**config.mk**
```make
export PLATFORM = sky130hd
export DESIGN_NAME = fsm_traffic_multi
export DESIGN_NICKNAME = d
export VERILOG_FILES = /design/src/rtl/fsm_traffic_multi.sv
export SDC_FILE = /design/constraint.sdc
export NUM_CORES = 1
export LEC_CHECK = 0
export ABC_AREA = 1
export CAP_MARGIN = 20
export CORE_UTILIZATION = 41
export CTS_CLUSTER_SIZE = 24
export DETAILED_ROUTE_END_ITERATION = 6
export MAX_ROUTING_LAYER = met4
export PLACE_DENSITY = 0.71
export SYNTH_ARGS = -nofsm -noshare
export SYNTH_HDL_FRONTEND = slang
export SYNTH_SLANG_ARGS = --single-unit
```
**constraint.sdc**
```tcl
create_clock -name clk -period 1.25 [get_ports clk]
set_input_delay 0.125 -clock clk [delete_from_list [all_inputs] [get_ports clk]]
set_output_delay 0.125 -clock clk [all_outputs]
set_load 0.005 [all_outputs]
```
**src/rtl/fsm_traffic_multi.sv**
```systemverilog
// -----------------------------------------------------------------------------
// fsm_traffic_multi
//
// Round-robin intersection controller for NUM_PATHS approach paths. Each path
// is served in turn with GREEN -> YELLOW -> ALL_RED, with phase lengths set by
// parameters. Pedestrian walk requests are latched per path and granted at the
// start of that path's green. A night input switches the intersection to a
// flashing-yellow mode at the next all-red exit.
//
// Ports:
//   clk          rising-edge system clock
//   rst          synchronous, active-high reset
//   walk_req     per-path pedestrian request (pulse or level)
//   night        night-mode request (level)
//   car_lights   per path p: [3p+2:3p] = {red, yellow, green}
//   walk_lights  per path p: [2p+1:2p] = {red, green}
//   active_path  path owning green/yellow, or the next path to be served
//   phase        0 = ALL_RED, 1 = GREEN, 2 = YELLOW, 3 = FLASH
//
// All outputs are registered from the current state registers, so they show
// the state entered at the preceding edge and have no combinational path from
// any input.
// -----------------------------------------------------------------------------
module fsm_traffic_multi #(
  parameter int unsigned NUM_PATHS  = 4,
  parameter int unsigned GREEN_CYC  = 20,
  parameter int unsigned YELLOW_CYC = 4,
  parameter int unsigned ALLRED_CYC = 2,
  parameter int unsigned WALK_CYC   = 12,
  parameter int unsigned FLASH_CYC  = 5,
  parameter int unsigned CNT_W      = 8,
  localparam int unsigned PathW     = (NUM_PATHS > 1) ? $clog2(NUM_PATHS) : 1
) (
  input  logic                   clk,
  input  logic                   rst,
  input  logic [NUM_PATHS-1:0]   walk_req,
  input  logic                   night,
  output logic [3*NUM_PATHS-1:0] car_lights,
  output logic [2*NUM_PATHS-1:0] walk_lights,
  output logic [PathW-1:0]       active_path,
  output logic [1:0]             phase
);

  // State encoding doubles as the phase output code.
  typedef enum logic [1:0] {
    StAllRed = 2'd0,
    StGreen  = 2'd1,
    StYellow = 2'd2,
    StFlash  = 2'd3
  } state_e;

  // Last counter value of each phase: the phase exits on this cycle.
  localparam logic [CNT_W-1:0] GreenLast  = CNT_W'(GREEN_CYC - 1);
  localparam logic [CNT_W-1:0] YellowLast = CNT_W'(YELLOW_CYC - 1);
  localparam logic [CNT_W-1:0] AllRedLast = CNT_W'(ALLRED_CYC - 1);
  localparam logic [CNT_W-1:0] WalkLast   = CNT_W'(WALK_CYC - 1);
  localparam logic [CNT_W-1:0] FlashLast  = CNT_W'(FLASH_CYC - 1);
  localparam logic [PathW-1:0] PathLast   = PathW'(NUM_PATHS - 1);

  // Lamp patterns.
  localparam logic [2:0] CarRed    = 3'b100;
  localparam logic [2:0] CarYellow = 3'b010;
  localparam logic [2:0] CarGreen  = 3'b001;
  localparam logic [1:0] WalkRed   = 2'b10;
  localparam logic [1:0] WalkGreen = 2'b01;

  localparam logic [3*NUM_PATHS-1:0] CarAllRed  = {NUM_PATHS{CarRed}};
  localparam logic [2*NUM_PATHS-1:0] WalkAllRed = {NUM_PATHS{WalkRed}};

  // ---------------------------------------------------------------------------
  // State registers
  // ---------------------------------------------------------------------------
  state_e               state_q, state_d;
  logic [CNT_W-1:0]     cnt_q, cnt_d;
  logic [PathW-1:0]     path_q, path_d;
  logic [NUM_PATHS-1:0] req_q, req_d;
  // Set when the current green was entered with a pending walk request.
  logic                 grant_q, grant_d;
  // Current flash half-period: 1 = yellow lit, 0 = dark.
  logic                 flash_y_q, flash_y_d;

  // Output registers.
  logic [3*NUM_PATHS-1:0] car_q, car_d;
  logic [2*NUM_PATHS-1:0] walk_q, walk_d;
  logic [PathW-1:0]       active_path_q;
  logic [1:0]             phase_q;

  always_ff @(posedge clk) begin
    if (rst) begin
      state_q   <= StAllRed;
      cnt_q     <= '0;
      path_q    <= '0;
      req_q     <= '0;
      grant_q   <= 1'b0;
      flash_y_q <= 1'b0;
    end else begin
      state_q   <= state_d;
      cnt_q     <= cnt_d;
      path_q    <= path_d;
      req_q     <= req_d;
      grant_q   <= grant_d;
      flash_y_q <= flash_y_d;
    end
  end

  // ---------------------------------------------------------------------------
  // Next-state logic
  // ---------------------------------------------------------------------------
  always_comb begin
    state_d   = state_q;
    cnt_d     = cnt_q + 1'b1;
    path_d    = path_q;
    grant_d   = grant_q;
    flash_y_d = flash_y_q;
    // Requests latch in every state, FLASH included.
    req_d     = req_q | walk_req;

    unique case (state_q)
      StAllRed: begin
        if (cnt_q == AllRedLast) begin
          cnt_d = '0;
          if (night) begin
            state_d   = StFlash;
            flash_y_d = 1'b1;
            grant_d   = 1'b0;
          end else begin
            state_d = StGreen;
            grant_d = req_q[path_q];
            // A grant consumes the request; a press in this same cycle is
            // swallowed along with it rather than re-armed.
            if (req_q[path_q]) begin
              req_d[path_q] = 1'b0;
            end
          end
        end
      end

      StGreen: begin
        if (cnt_q == GreenLast) begin
          cnt_d   = '0;
          state_d = StYellow;
        end
      end

      StYellow: begin
        if (cnt_q == YellowLast) begin
          cnt_d   = '0;
          state_d = StAllRed;
          grant_d = 1'b0;
          path_d  = (path_q == PathLast) ? '0 : path_q + 1'b1;
        end
      end

      StFlash: begin
        // night is only looked at on half-period boundaries.
        if (cnt_q == FlashLast) begin
          cnt_d = '0;
          if (night) begin
            flash_y_d = ~flash_y_q;
          end else begin
            state_d = StAllRed;
            path_d  = '0;
          end
        end
      end

      default: begin
        state_d = StAllRed;
        cnt_d   = '0;
      end
    endcase
  end

  // ---------------------------------------------------------------------------
  // Output decode (from current state, registered below)
  // ---------------------------------------------------------------------------
  always_comb begin
    car_d  = CarAllRed;
    walk_d = WalkAllRed;
    for (int unsigned p = 0; p < NUM_PATHS; p++) begin
      unique case (state_q)
        StGreen: begin
          if (PathW'(p) == path_q) begin
            car_d[3*p +: 3] = CarGreen;
            if (grant_q && (cnt_q <= WalkLast)) begin
              walk_d[2*p +: 2] = WalkGreen;
            end
          end
        end
        StYellow: begin
          if (PathW'(p) == path_q) begin
            car_d[3*p +: 3] = CarYellow;
          end
        end
        StFlash: begin
          car_d[3*p +: 3] = {1'b0, flash_y_q, 1'b0};
        end
        default: begin
          car_d[3*p +: 3] = CarRed;
        end
      endcase
    end
  end

  always_ff @(posedge clk) begin
    if (rst) begin
      car_q         <= CarAllRed;
      walk_q        <= WalkAllRed;
      active_path_q <= '0;
      phase_q       <= 2'd0;
    end else begin
      car_q         <= car_d;
      walk_q        <= walk_d;
      active_path_q <= path_q;
      phase_q       <= state_q;
    end
  end

  assign car_lights  = car_q;
  assign walk_lights = walk_q;
  assign active_path = active_path_q;
  assign phase       = phase_q;

endmodule

```
# --- Word-level counts from Yosys, hierarchy flattened ---
# Cells that the tools add are included.
totals:
  regBits: 42
  latch_bits: 0
  mem_bits_rw: 0
  romBits: 0
  out_inout_bits: 24
  word_cells: 105
  n_memories: 0
classes:
  add_sub_neg: 2
  mul: 0
  div: 0
  magnitude_cmp: 3
  n_eq_ne: 18
  shifts: 0
  mux: 45
  n_bitwise: 9
  n_reduce_logical: 15
op_table:
  columns: ["cell", "count"]
  rows:
  - ["3-bit case mux with 3 select lines", 4]
  - ["8-bit two-way mux", 4]
  - ["8-bit case mux with 4 select lines", 1]
  - ["3-bit two-way mux", 8]
  - ["2-bit two-way mux", 9]
  - ["4-bit two-way mux", 4]
  - ["2-bit inequality test, second input constant", 7]
  - ["3-bit OR reduction", 4]
  - ["5-bit AND reduction", 2]
  - ["1-bit two-way mux", 9]
  - ["8-bit by 1-bit adder with 8-bit output, second input constant", 1]
  - ["8-bit by 1-bit == test with 1-bit output, second input constant", 1]
  - ["8-bit by 2-bit == test with 1-bit output, second input constant", 1]
  - ["8-bit by 3-bit == test with 1-bit output, second input constant", 1]
  - ["8-bit by 5-bit == test with 1-bit output, second input constant", 1]
  - ["8-bit by 4-bit less-or-equal comparator with 1-bit output, second input constant", 1]
  - ["2-bit case mux with 4 select lines", 1]
  - ["2-bit == test, second input constant", 3]
  - ["1-bit NOT", 6]
  - ["2-bit nonzero test", 3]
  - ["4-bit AND", 1]
  - ["2-bit == test, first input constant", 2]
  - ["2-bit logical NOT", 2]
  - ["4-bit NOT", 1]
  - ["13 further kinds", 15]

# --- Depth between registers and ports, before layout ---
# Gate-level depths: netlist (run 1).
logic_depth:
  word_depth: 10
  mapped_depth: 9

# --- Worst setup path before layout (run 1) ---
# OpenSTA, ideal clock, no wires.
synth_path:
  kind: "register to register"
  start: "reg cnt_q[0]"
  end: "reg state_q[1]"
  arrival_time_ps: 1224
  required_ps: 1133
  slack_ps: -91
  path_stages_with_launch: 9
  path_buffers: 0
  cell_sequence: "dfxtp_1 -> ha_1 -> nand2_2 -> o21ai_2 -> nand2_2 -> nor2_4 -> nand3_1 -> nand2_1 -> nor2_1"
synth_between:
  elab_chain_len: 3
synth_rtl:
  columns: ["element", "line_no", "source"]
  rows:
  - ["start, declared", "74", "logic [CNT_W-1:0] cnt_q, cnt_d;"]
  - ["start signal, assigned", "98", "cnt_q <= cnt_d;"]
  - ["8-bit by 3-bit == test with 1-bit output, or another cell as far along", "156", "if (cnt_q == FlashLast) begin"]
  - ["2-bit inequality test (no line)", null, null]
  - ["5-bit AND reduction (no line) *", null, null]
  - ["end signal, assigned", "90", "state_q <= StAllRed;"]
  - ["end signal, assigned", "97", "state_q <= state_d;"]
  - ["end, declared", "73", "state_e state_q, state_d;"]
# Mark *: on every way between the ends. The rest lies on a longest branch, timed or not.
# A chain may end at the register's enable or synchronous reset.

# --- Final worst setup path (run 1) ---
layout_path:
  start: "reg cnt_q[1]"
  end: "reg cnt_q[1]"
layout_between:
  elab_chain_len: 3
layout_rtl:
  columns: ["element", "line_no", "source"]
  rows:
  - ["8-bit by 1-bit adder with 8-bit output, or another cell as far along", "111", "cnt_d = cnt_q + 1'b1;"]
  - ["8-bit two-way mux (on tied branches)", null, null]
  - ["8-bit case mux with 4 select lines *", "118", "unique case (state_q)"]
# Marked as above.

==> results of run 1 <==
-- logic make-up (layout without fill, tap and decap cells) --
family                   count (synthesis)  count (layout)  share of synthesized area (%)
AND/OR/NAND/NOR                         81              81                           23.8
flip-flops                              42              42                           51.2
AO/OA/AOI/OAI                           31              31                           10.2
buffers and inverters                   27              93                           6.32
adder cells (fa/ha/maj)                  7               7                           5.33
XOR/XNOR                                 6               6                           3.20
-- cells in the final DEF, fill, tap and decap left out, types with 2 or more instances in the layout --
master / count
dfxtp_1: 37
inv_1: 20
o21ai_1: 3
ha_1: 3
nand4_1: 3
dfxtp_2: 3
dlymetal6s2s_1: 15
nor2_4: 3
clkbuf_8: 5
nor2_2: 12
nor2_1: 24
nand3b_1: 3
o21ai_0: 15
o31ai_1: 2
buf_6: 2
nand3_1: 8
buf_4: 28
ha_2: 2
nand2_4: 2
xor2_1: 5
nand2_2: 4
ha_4: 2
clkdlybuf4s50_1: 15
nand2_1: 20
inv_2: 2
dfxtp_4: 2
a21oi_1: 8
inv_4: 3
clkinv_2: 2
-- critical path: stages (launching register included) --
cell and delay [ns]:
dfxtp_4 0.37, inv_4 0.07, ha_4 0.12, nand3b_1 0.08, nor2_2 0.13, nor2_2 0.08, nor2_4 0.14, nand3_2 0.10
nand2_2 0.10, nor2_1 0.05
-- final cells by class --
| type | instances | area [sq um] |
|---|---|---|
| Tap cell | 48 | 60.1 |
| Clock inverter | 3 | 40.0 |
| Timing Repair Buffer | 60 | 571 |
| Clock buffer | 5 | 68.8 |
| Multi-Input combinational cell | 125 | 774 |
| Sequential cell | 42 | 852 |
| Fill cell | 322 | 1280 |
| Inverter | 25 | 101 |
-- flip-flops by register name (all words and copies together), names as in the netlist --
signal and count:
active_path 2, grant_q 1, path_q 2, req_q 4, cnt_q 8, phase 2, flash_y_q 1, walk_lights 8
car_lights 12, state_q 2
-- final timing paths --
check | cells after the start | endpoint | slack, ns
max | 9 | cnt_q[1]$_SDFF_PP0_ | -0.1
min | 3 | req_q[1]$_SDFF_PP0_ | 0.44
max reg2reg | 9 | cnt_q[1]$_SDFF_PP0_ | -0.1
min reg2reg | 2 | flash_y_q$_SDFFE_PP0P_ | 0.49
-- per-layer routing --
metal	wire length [um]	up-vias	global-route usage (%)
li1	-	750	-
met1	1540	650	22.1
met5	0	-	-
met3	134	4	5.21
met2	1670	28	30.2
met4	50	0	8.15
-- repair_timing --
item	in CTS	in global routing
endpoints found under the setup margin	17	40
hold endpoints to repair	0	0
pin swaps	10	12
cloned	0	0
setup buffers	0	1
resized for setup	11	36
-- where the power goes --
group / leakage [nW] / total, mW / switching [mW] / internal [mW]
combinational: 0.898 / 1.49 / 0.773 / 0.714
sequential: 0.344 / 1.68 / 0.155 / 1.53
clock: 0.0579 / 1.03 / 0.445 / 0.587
total: 1.30 / 4.20 / 1.37 / 2.83
==> flow_summary.yaml, run 1 <==
floorplanning:
  die_x_um: 65.3
  fp-row-count: 22
  die_area_sq_um: 4260
  start_util_pct: 43.9
  die_y_um: 65.3
  ios: 31
  core_sq_um: 3740
route:
  drt-total-wl_um: 3400
  vias: 1432
  drt_pre_antenna_iters: 4
  drt_iter0_drc: 84
  wire_per_inst_um: 11.0
  drc: 0
  antenna_left: 0
  drt-vias-per-instance: 4.65
clocking:
  cts_hold_buf: 0
  clock_latency_ns: 0.29
  cts_tree: "yes"
  htreeDepth: 2
  clk_pin_slew_ns: 0.08
  cts.path.max_buffers: 2
  cts_root_buffer: "clkbuf_8"
  cts_sinks: 42
  cts_buffers: 5
logic_synthesis:
  synth_area_per_cell_sq_um: 8.47
  seq_area_frac_synth_pct: 51.2
  yosysUniqueCellTypes: 24
  ys_top_cells_by_area: "dfxtp_1 (51%), nor2_1 (7.1%), inv_1 (5.5%)"
  syn_nets: 208
  synth_flop_cell: "dfxtp_1"
  yosysTopAreaCell: "dfxtp_1"
  synth-edff-count: 0
  async_reset_ff_share_pct: 0
  yosysTopAreaCellShare_pct: 51.2
  yosysWarnings: 0
  synthMostInstantiatedCell: "dfxtp_1"
  syn_inst: 194
  synth-seq-cells: 42
  netlist_area_sq_um: 1640
  synthTopCellsByCount: "dfxtp_1 (42), nor2_1 (31), inv_1 (24), nand2_1 (22), o21ai_0 (17)"
power:
  powerDensity_nw_per_um2: 1700
  total_power_mw: 4.20
  p_leak_nw: 1.30
  vdd_drop_max_mv: 1.02
cells_and_area:
  final_cells: 308
  fin_nets: 273
  diodes: 0
  finish.instance_area_sq_um: 2470
  drive_gt1_share_pct: 29.2
  area_delta_synth_final_pct: 50.2
  final_util_pct: 65.9
sta:
  fin_crit_ns: 1.35
  tightest_slew_ns: 0.322
  timing.final.max_slew_violations: 0
  worst_slack_ns: -0.0990
  whs_ns: 0.438
  finClkSkew_ns: 0.00616
  hold_viol: 0
  finalSetupTns_ns: -0.814
  relSlewSlack_pct: 78.5
  finalSetupViolCount: 14
  max_freq_ghz: 0.741
  rsz0062_at_grt: "true"
  fin_crit_sh_pct: 108
run:
  cap_violations: 0
grt:
  grt_pass1_vias: 1326
  grt_overflow_total: 0
  antenna_found_initial: 0
  grt_usage_pct: 18.8
  grt_pass1_wl_um: 5850
  grt_max_degree: 14
setup_path:
  worstPathRequired_ns: 1.44
  critical_path.startpoint: "cnt_q[1]$_SDFF_PP0_"
  crit_type: "reg -> reg"
  r2r-start: "cnt_q[1]$_SDFF_PP0_"
  cp_max_fo: 4
  arrival_ns: 1.54
  crit_path_end_kind: "flop"
  startpoint_type: "flop"
placement:
  placed_area_sq_um: 2230
  dp_slack_ns: -0.115
  placed_cells: 299
  dp_hpwl_um: 2530
  gp_congestion: 0.846
  port-buffer-count: 30
outcome:
  status: "finished with violations"
  violations: "setup timing"
worst_hold_path:
  worstHoldStart: "walk_req[1]"
  hp-class: "in -> reg"
Power figures use the tool's default switching activity.
==> run 2, diff against run 1 <==
Settings changed: CAP_MARGIN 20 to 10, CORE_MARGIN set to 2.
==> run 2 against run 1 <==
Net effect:
- the flow still finishes with violations (setup timing)
- first-iteration DRC count increased by 38%
- combinational power hardly changed
- fmax grew 0.50%
- largest cell class unchanged
- routed wire length up 3.0%
==> flow_summary.yaml, run 2 (same netlist as run 1, synthesis figures left out) <==
sta:
  fin_crit_ns: 1.34
  tightest_slew_ns: 0.345
  finalSetupViolCount: 13
  timing.final.max_slew_violations: 0
  whs_ns: 0.445
  worst_slack_ns: -0.0923
  hold_viol: 0
  finalSetupTns_ns: -0.607
  fin_crit_sh_pct: 107
  finClkSkew_ns: 0.00407
  relSlewSlack_pct: 77.0
  rsz0062_at_grt: "true"
  max_freq_ghz: 0.745
floorplanning:
  start_util_pct: 42.0
  ios: 31
  core_sq_um: 3910
  fp-row-count: 23
  die_x_um: 67.3
  die_area_sq_um: 4530
  die_y_um: 67.3
grt:
  grt_pass1_wl_um: 5780
  antenna_found_initial: 0
  grt_usage_pct: 17.6
  gr-max-usage-layer: "met2"
  grt_pass1_vias: 1303
  grtUsageMet1_pct: 20.7
  met2_usage_pct: 29.3
  grt_overflow_total: 0
  grt_max_degree: 14
  grtUsageMet3_pct: 5.00
cells_and_area:
  diodes: 0
  final_util_pct: 63.0
  final.fill_count: 357
  area_delta_synth_final_pct: 50.1
  final_cell_mix: "dfxtp_1 (34), nor2_1 (25), buf_4 (24), inv_1 (20), nand2_1 (18)"
  drive_gt1_share_pct: 29.7
  finish.instance_area_sq_um: 2470
  largest_reg_flops: 12
  fin_nets: 269
  layout_commonest_cell: "dfxtp_1"
placement:
  placed_area_sq_um: 2210
  port-buffer-count: 30
  dp_hpwl_um: 2610
  gp_congestion: 0.858
run:
  cap_violations: 0
route:
  drt-vias-per-instance: 4.60
  drt_iter0_drc: 116
  antenna_left: 0
  drc: 0
  drt_pre_antenna_iters: 4
  wire_per_inst_um: 11.4
  drt-total-wl_um: 3500
  vias: 1407
power:
  intPower_mw: 2.79
  powerDensity_nw_per_um2: 1700
  netSwitchingPower_mw: 1.39
  p_leak_nw: 1.24
  vdd_drop_max_mv: 1.03
  p_sw_share_pct: 33.3
  pwr-share-clk_pct: 24.7
  comb_power_share_pct: 35.4
  total_power_mw: 4.18
  power_frac_seq_pct: 40.0
setup_path:
  startpoint_type: "flop"
  crit_type: "reg -> reg"
  cp_max_fo: 4
  arrival_ns: 1.53
  crit_path_end_kind: "flop"
  worstPathRequired_ns: 1.44
clocking:
  htreeDepth: 2
  cts.path.max_buffers: 2
  cts_root_buffer: "clkbuf_8"
  cts_buffers: 5
  clock_latency_ns: 0.29
  clk_pin_slew_ns: 0.07
  cts_tree: "yes"
  cts_sinks: 42
outcome:
  status: "finished with violations"
  violations: "setup timing"
worst_hold_path:
  hp-class: "in -> reg"
## run 2: cell types whose count changed in the layout (fill, tap and decap cells not counted), sizes merged
cell / before / now
clkdlybuf4s50: 15 / 14
dlymetal6s2s: 15 / 14
dlygate4sd2: 0 / 2
buf: 30 / 26
## run 2: final timing paths
| path | depth (start not counted) | slack (ns) | to | startpoint |
|---|---|---|---|---|
| max | 9 | -0.09 | cnt_q[0]$_SDFF_PP0_ | cnt_q[0]$_SDFF_PP0_ |
| min | 3 | 0.45 | req_q[3]$_SDFF_PP0_ | walk_req[3] |
| max reg2reg | 9 | -0.09 | cnt_q[0]$_SDFF_PP0_ | cnt_q[0]$_SDFF_PP0_ |
| min reg2reg | 2 | 0.51 | flash_y_q$_SDFFE_PP0P_ | flash_y_q$_SDFFE_PP0P_ |
## run 2: power groups by stage
stage               sequential [mW]  clock (mW)  combinational (mW)
finish                         1.67        1.03                1.48
floorplan                      1.66           0               0.755
global route                   1.69        1.12                1.66
global placement               1.66           0                1.29
detailed placement             1.67           0                1.31
CTS                            1.65        1.06                1.34
## run 2: per-stage QoR
| stage | setup slack, ns | cells |
|---|---|---|
| floorplan | 0.00535 | 194 |
| CTS | -0.0865 | 306 |
| global placement | -0.0781 | 298 |
| global route | -0.177 | 306 |
| detailed placement | -0.0786 | 298 |
| finish | -0.0923 | 306 |
## run 2: worst max-delay path: stages (launching register included)
cell and delay, ns:
dfxtp_4 0.37, inv_2 0.06, ha_1 0.14, nand3b_1 0.08, nor2_2 0.13, nor2_2 0.07
nor2_4 0.14, nand3_2 0.11, nand2_2 0.10, nor2_1 0.05
## run 2: routing by layer
metal	wire (um)	vias to the layer above
li1	-	739
met1	1590	632
met2	1700	30
met3	162	6
met4	50	0
met5	0	-
## run 2: timing repair
action,in CTS,in global routing
pin swaps,3,12
setup buffers,0,1
hold buffers,0,0
endpoints found under the setup margin,19,39
resized for setup,9,47
## run 2: layout make-up
type	instances	area, sq um	share of cell area, %
Clock inverter	3	40.0	1.62
Clock buffer	5	68.8	2.79
Inverter	25	98.8	4.01
Multi-Input combinational cell	125	800	32.4
Tap cell	50	62.6	2.54
Sequential cell	42	861	34.9
Timing Repair Buffer	56	536	21.7
==> run 3, diff against run 2 <==
Settings changed: PLACE_DENSITY 0.71 to 0.68.
Clock period 1.25 ns to 1.3 ns, I/O delays scaled along.
==> run 3 against run 2 <==
Net effect:
- the run still ends with setup timing left
- hold slack gained 0.013 ns
- first-iteration DRC count is 32% lower
- design area is 4.5% lower
- routed wire length down 5.3%
- sequential power decreased by 4%
- critical path type unchanged
- critical endpoint is now cnt_q[1]$_SDFF_PP0_
==> flow_summary.yaml, run 3 (same netlist as run 1, synthesis figures left out) <==
outcome:
  status: "finished with violations"
  violations: "setup timing"
clocking:
  htreeDepth: 2
  cts_hold_buf: 0
  cts_root_buffer: "clkbuf_8"
  cts.path.max_buffers: 2
  cts_buffers: 5
  clk_pin_slew_ns: 0.07
  cts_sinks: 42
  clock_latency_ns: 0.28
  cts_tree: "yes"
route:
  drt_iter0_drc: 79
  drc: 0
  drt-vias-per-instance: 4.62
  wire_per_inst_um: 10.9
  drt_pre_antenna_iters: 4
  drt-total-wl_um: 3310
  vias: 1409
  antenna_left: 0
setup_path:
  crit_type: "reg -> reg"
  arrival_ns: 1.54
  critPathMaxStageDelay_ns: 0.37
  reg2reg_to: "cnt_q[1]$_SDFF_PP0_"
  crit_path_end_kind: "flop"
  cpMaxStageDelayCell: "dfxtp_4"
  path_cells: "inv_4, ha_4, nand3b_1, nor2_4, nor2_4, nor2_4, nand3_2, nand2_2, nor2_1"
  r2r-start: "cnt_q[1]$_SDFF_PP0_"
  worstPathRequired_ns: 1.48
  cp_max_fo: 4
  r2r_setup_slack_ns: -0.06
  startpoint_type: "flop"
  cp_common_cell: "nor2_4"
  r2r_cells: 9
grt:
  antenna_found_initial: 0
  grt_pass1_wl_um: 5550
  grt_max_degree: 13
  grt_pass1_vias: 1314
  grt_overflow_total: 0
  grt_usage_pct: 16.6
cells_and_area:
  final.fill_count: 369
  multi_input_area_sq_um: 761
  seq_area_sq_um: 855
  area_delta_synth_final_pct: 43.4
  finish.instance_area_sq_um: 2360
  layout_commonest_cell: "dfxtp_1"
  fin_nets: 268
  final_cell_mix: "dfxtp_1 (35), clkdlybuf4s50_1 (30), nor2_1 (29), buf_4 (25), nand2_1 (21)"
  drive_gt1_share_pct: 25.5
  largest_reg_flops: 12
  diodes: 0
  final_util_pct: 60.2
placement:
  port-buffer-count: 30
  gp_congestion: 0.833
  dp_hpwl_um: 2600
  placed_area_sq_um: 2190
floorplanning:
  core_sq_um: 3910
  fp-row-count: 23
  ios: 31
  start_util_pct: 42.0
  die_x_um: 67.3
  die_y_um: 67.3
  die_area_sq_um: 4530
sta:
  rsz0062_at_grt: "true"
  fin_crit_ns: 1.36
  fin_crit_sh_pct: 105
  finClkSkew_ns: 0.00996
  worst_slack_ns: -0.0598
  timing.final.max_slew_violations: 0
  tightest_slew_ns: 0.312
  relSlewSlack_pct: 79.2
  hold_viol: 0
  max_freq_ghz: 0.735
  finalSetupTns_ns: -0.335
  finalSetupViolCount: 8
power:
  intPower_mw: 2.49
  pwr-share-clk_pct: 22.3
  powerDensity_nw_per_um2: 1590
  p_leak_nw: 1.03
  netSwitchingPower_mw: 1.26
  p_sw_share_pct: 33.6
  power_frac_seq_pct: 43.0
  vdd_drop_max_mv: 0.767
  comb_power_share_pct: 34.6
  total_power_mw: 3.75
worst_hold_path:
  hp-class: "in -> reg"
  worstHoldStart: "walk_req[0]"
  hold_end: "req_q[0]$_SDFF_PP0_"
  hold_depth: 3
run:
  cap_violations: 0
## run 3: cell count changes in the layout (fill, tap and decap cells not counted), moves of 3 or more
cell             delta
dlymetal6s2s_1     -14
nand2_1             +3
clkdlybuf4s50_1    +16
nor2_2              -3
nand2_4             -3
nor2_1              +4
## run 3: worst max-delay path: cells and delay by family (launching register included)
kind,cells,cell delay [ns]
flip-flops,1,0.37
buffers and inverters,1,0.07
adder cells (fa/ha/maj),1,0.12
AND/OR/NAND/NOR,7,0.69
## run 3: worst max path at each step
stage                   startpoint                      end  cells past startpoint
2_1_floorplan  cnt_q[0]$_SDFF_PP0_  state_q[0]$_SDFFE_PP0P_                      8
3_3_place_gp   cnt_q[0]$_SDFF_PP0_      cnt_q[0]$_SDFF_PP0_                      8
3_5_place_dp   cnt_q[1]$_SDFF_PP0_      cnt_q[1]$_SDFF_PP0_                      9
4_1_cts        cnt_q[0]$_SDFF_PP0_      cnt_q[1]$_SDFF_PP0_                      9
5_1_grt        cnt_q[1]$_SDFF_PP0_      cnt_q[3]$_SDFF_PP0_                      9
6_report       cnt_q[1]$_SDFF_PP0_      cnt_q[1]$_SDFF_PP0_                      9
## run 3: area by class of cell
class | instances | share of cell area (%)
Multi-Input combinational cell | 125 | 32.3
Clock buffer | 7 | 3.66
Timing Repair Buffer | 55 | 20.7
Inverter | 25 | 4.20
Tap cell | 50 | 2.66
Sequential cell | 42 | 36.3
Clock inverter | 1 | 0.212
## run 3: stage by stage
stage          hold WS, ns  cells  setup slack (ns)
6_report             0.458    305           -0.0598
5_1_grt              0.493    305            -0.131
4_1_cts              0.457    304           -0.0308
3_5_place_dp         0.497    296           -0.0901
3_3_place_gp         0.468    296           -0.0564
2_1_floorplan        0.309    194           0.00948
## run 3: power by group through the flow
stage                     registers, mW  clock network [mW]  logic [mW]
after detailed placement           1.60                   0        1.21
after global placement             1.59                   0        1.20
after floorplan                    1.58                   0       0.725
after CTS                          1.58               0.863        1.24
after global routing               1.63               0.909        1.45
final                              1.61               0.837        1.30
## run 3: routing by layer
| layer | part of all wire, % | vias to the layer above | track usage [%] |
|---|---|---|---|
| met3 | 4.3 | 4 | 4.17 |
| li1 | - | 738 | - |
| met5 | 0 | - | - |
| met2 | 48 | 32 | 27.8 |
| met1 | 46 | 635 | 19.5 |
| met4 | 1.0 | 0 | 5.36 |
## run 3: timing repair
item | CTS | global route
pin swaps | 1 | 19
buffers inserted | 0 | 2
resized for setup | 9 | 19
endpoints found under the setup margin | 16 | 18
endpoints found under the hold margin | 0 | 0
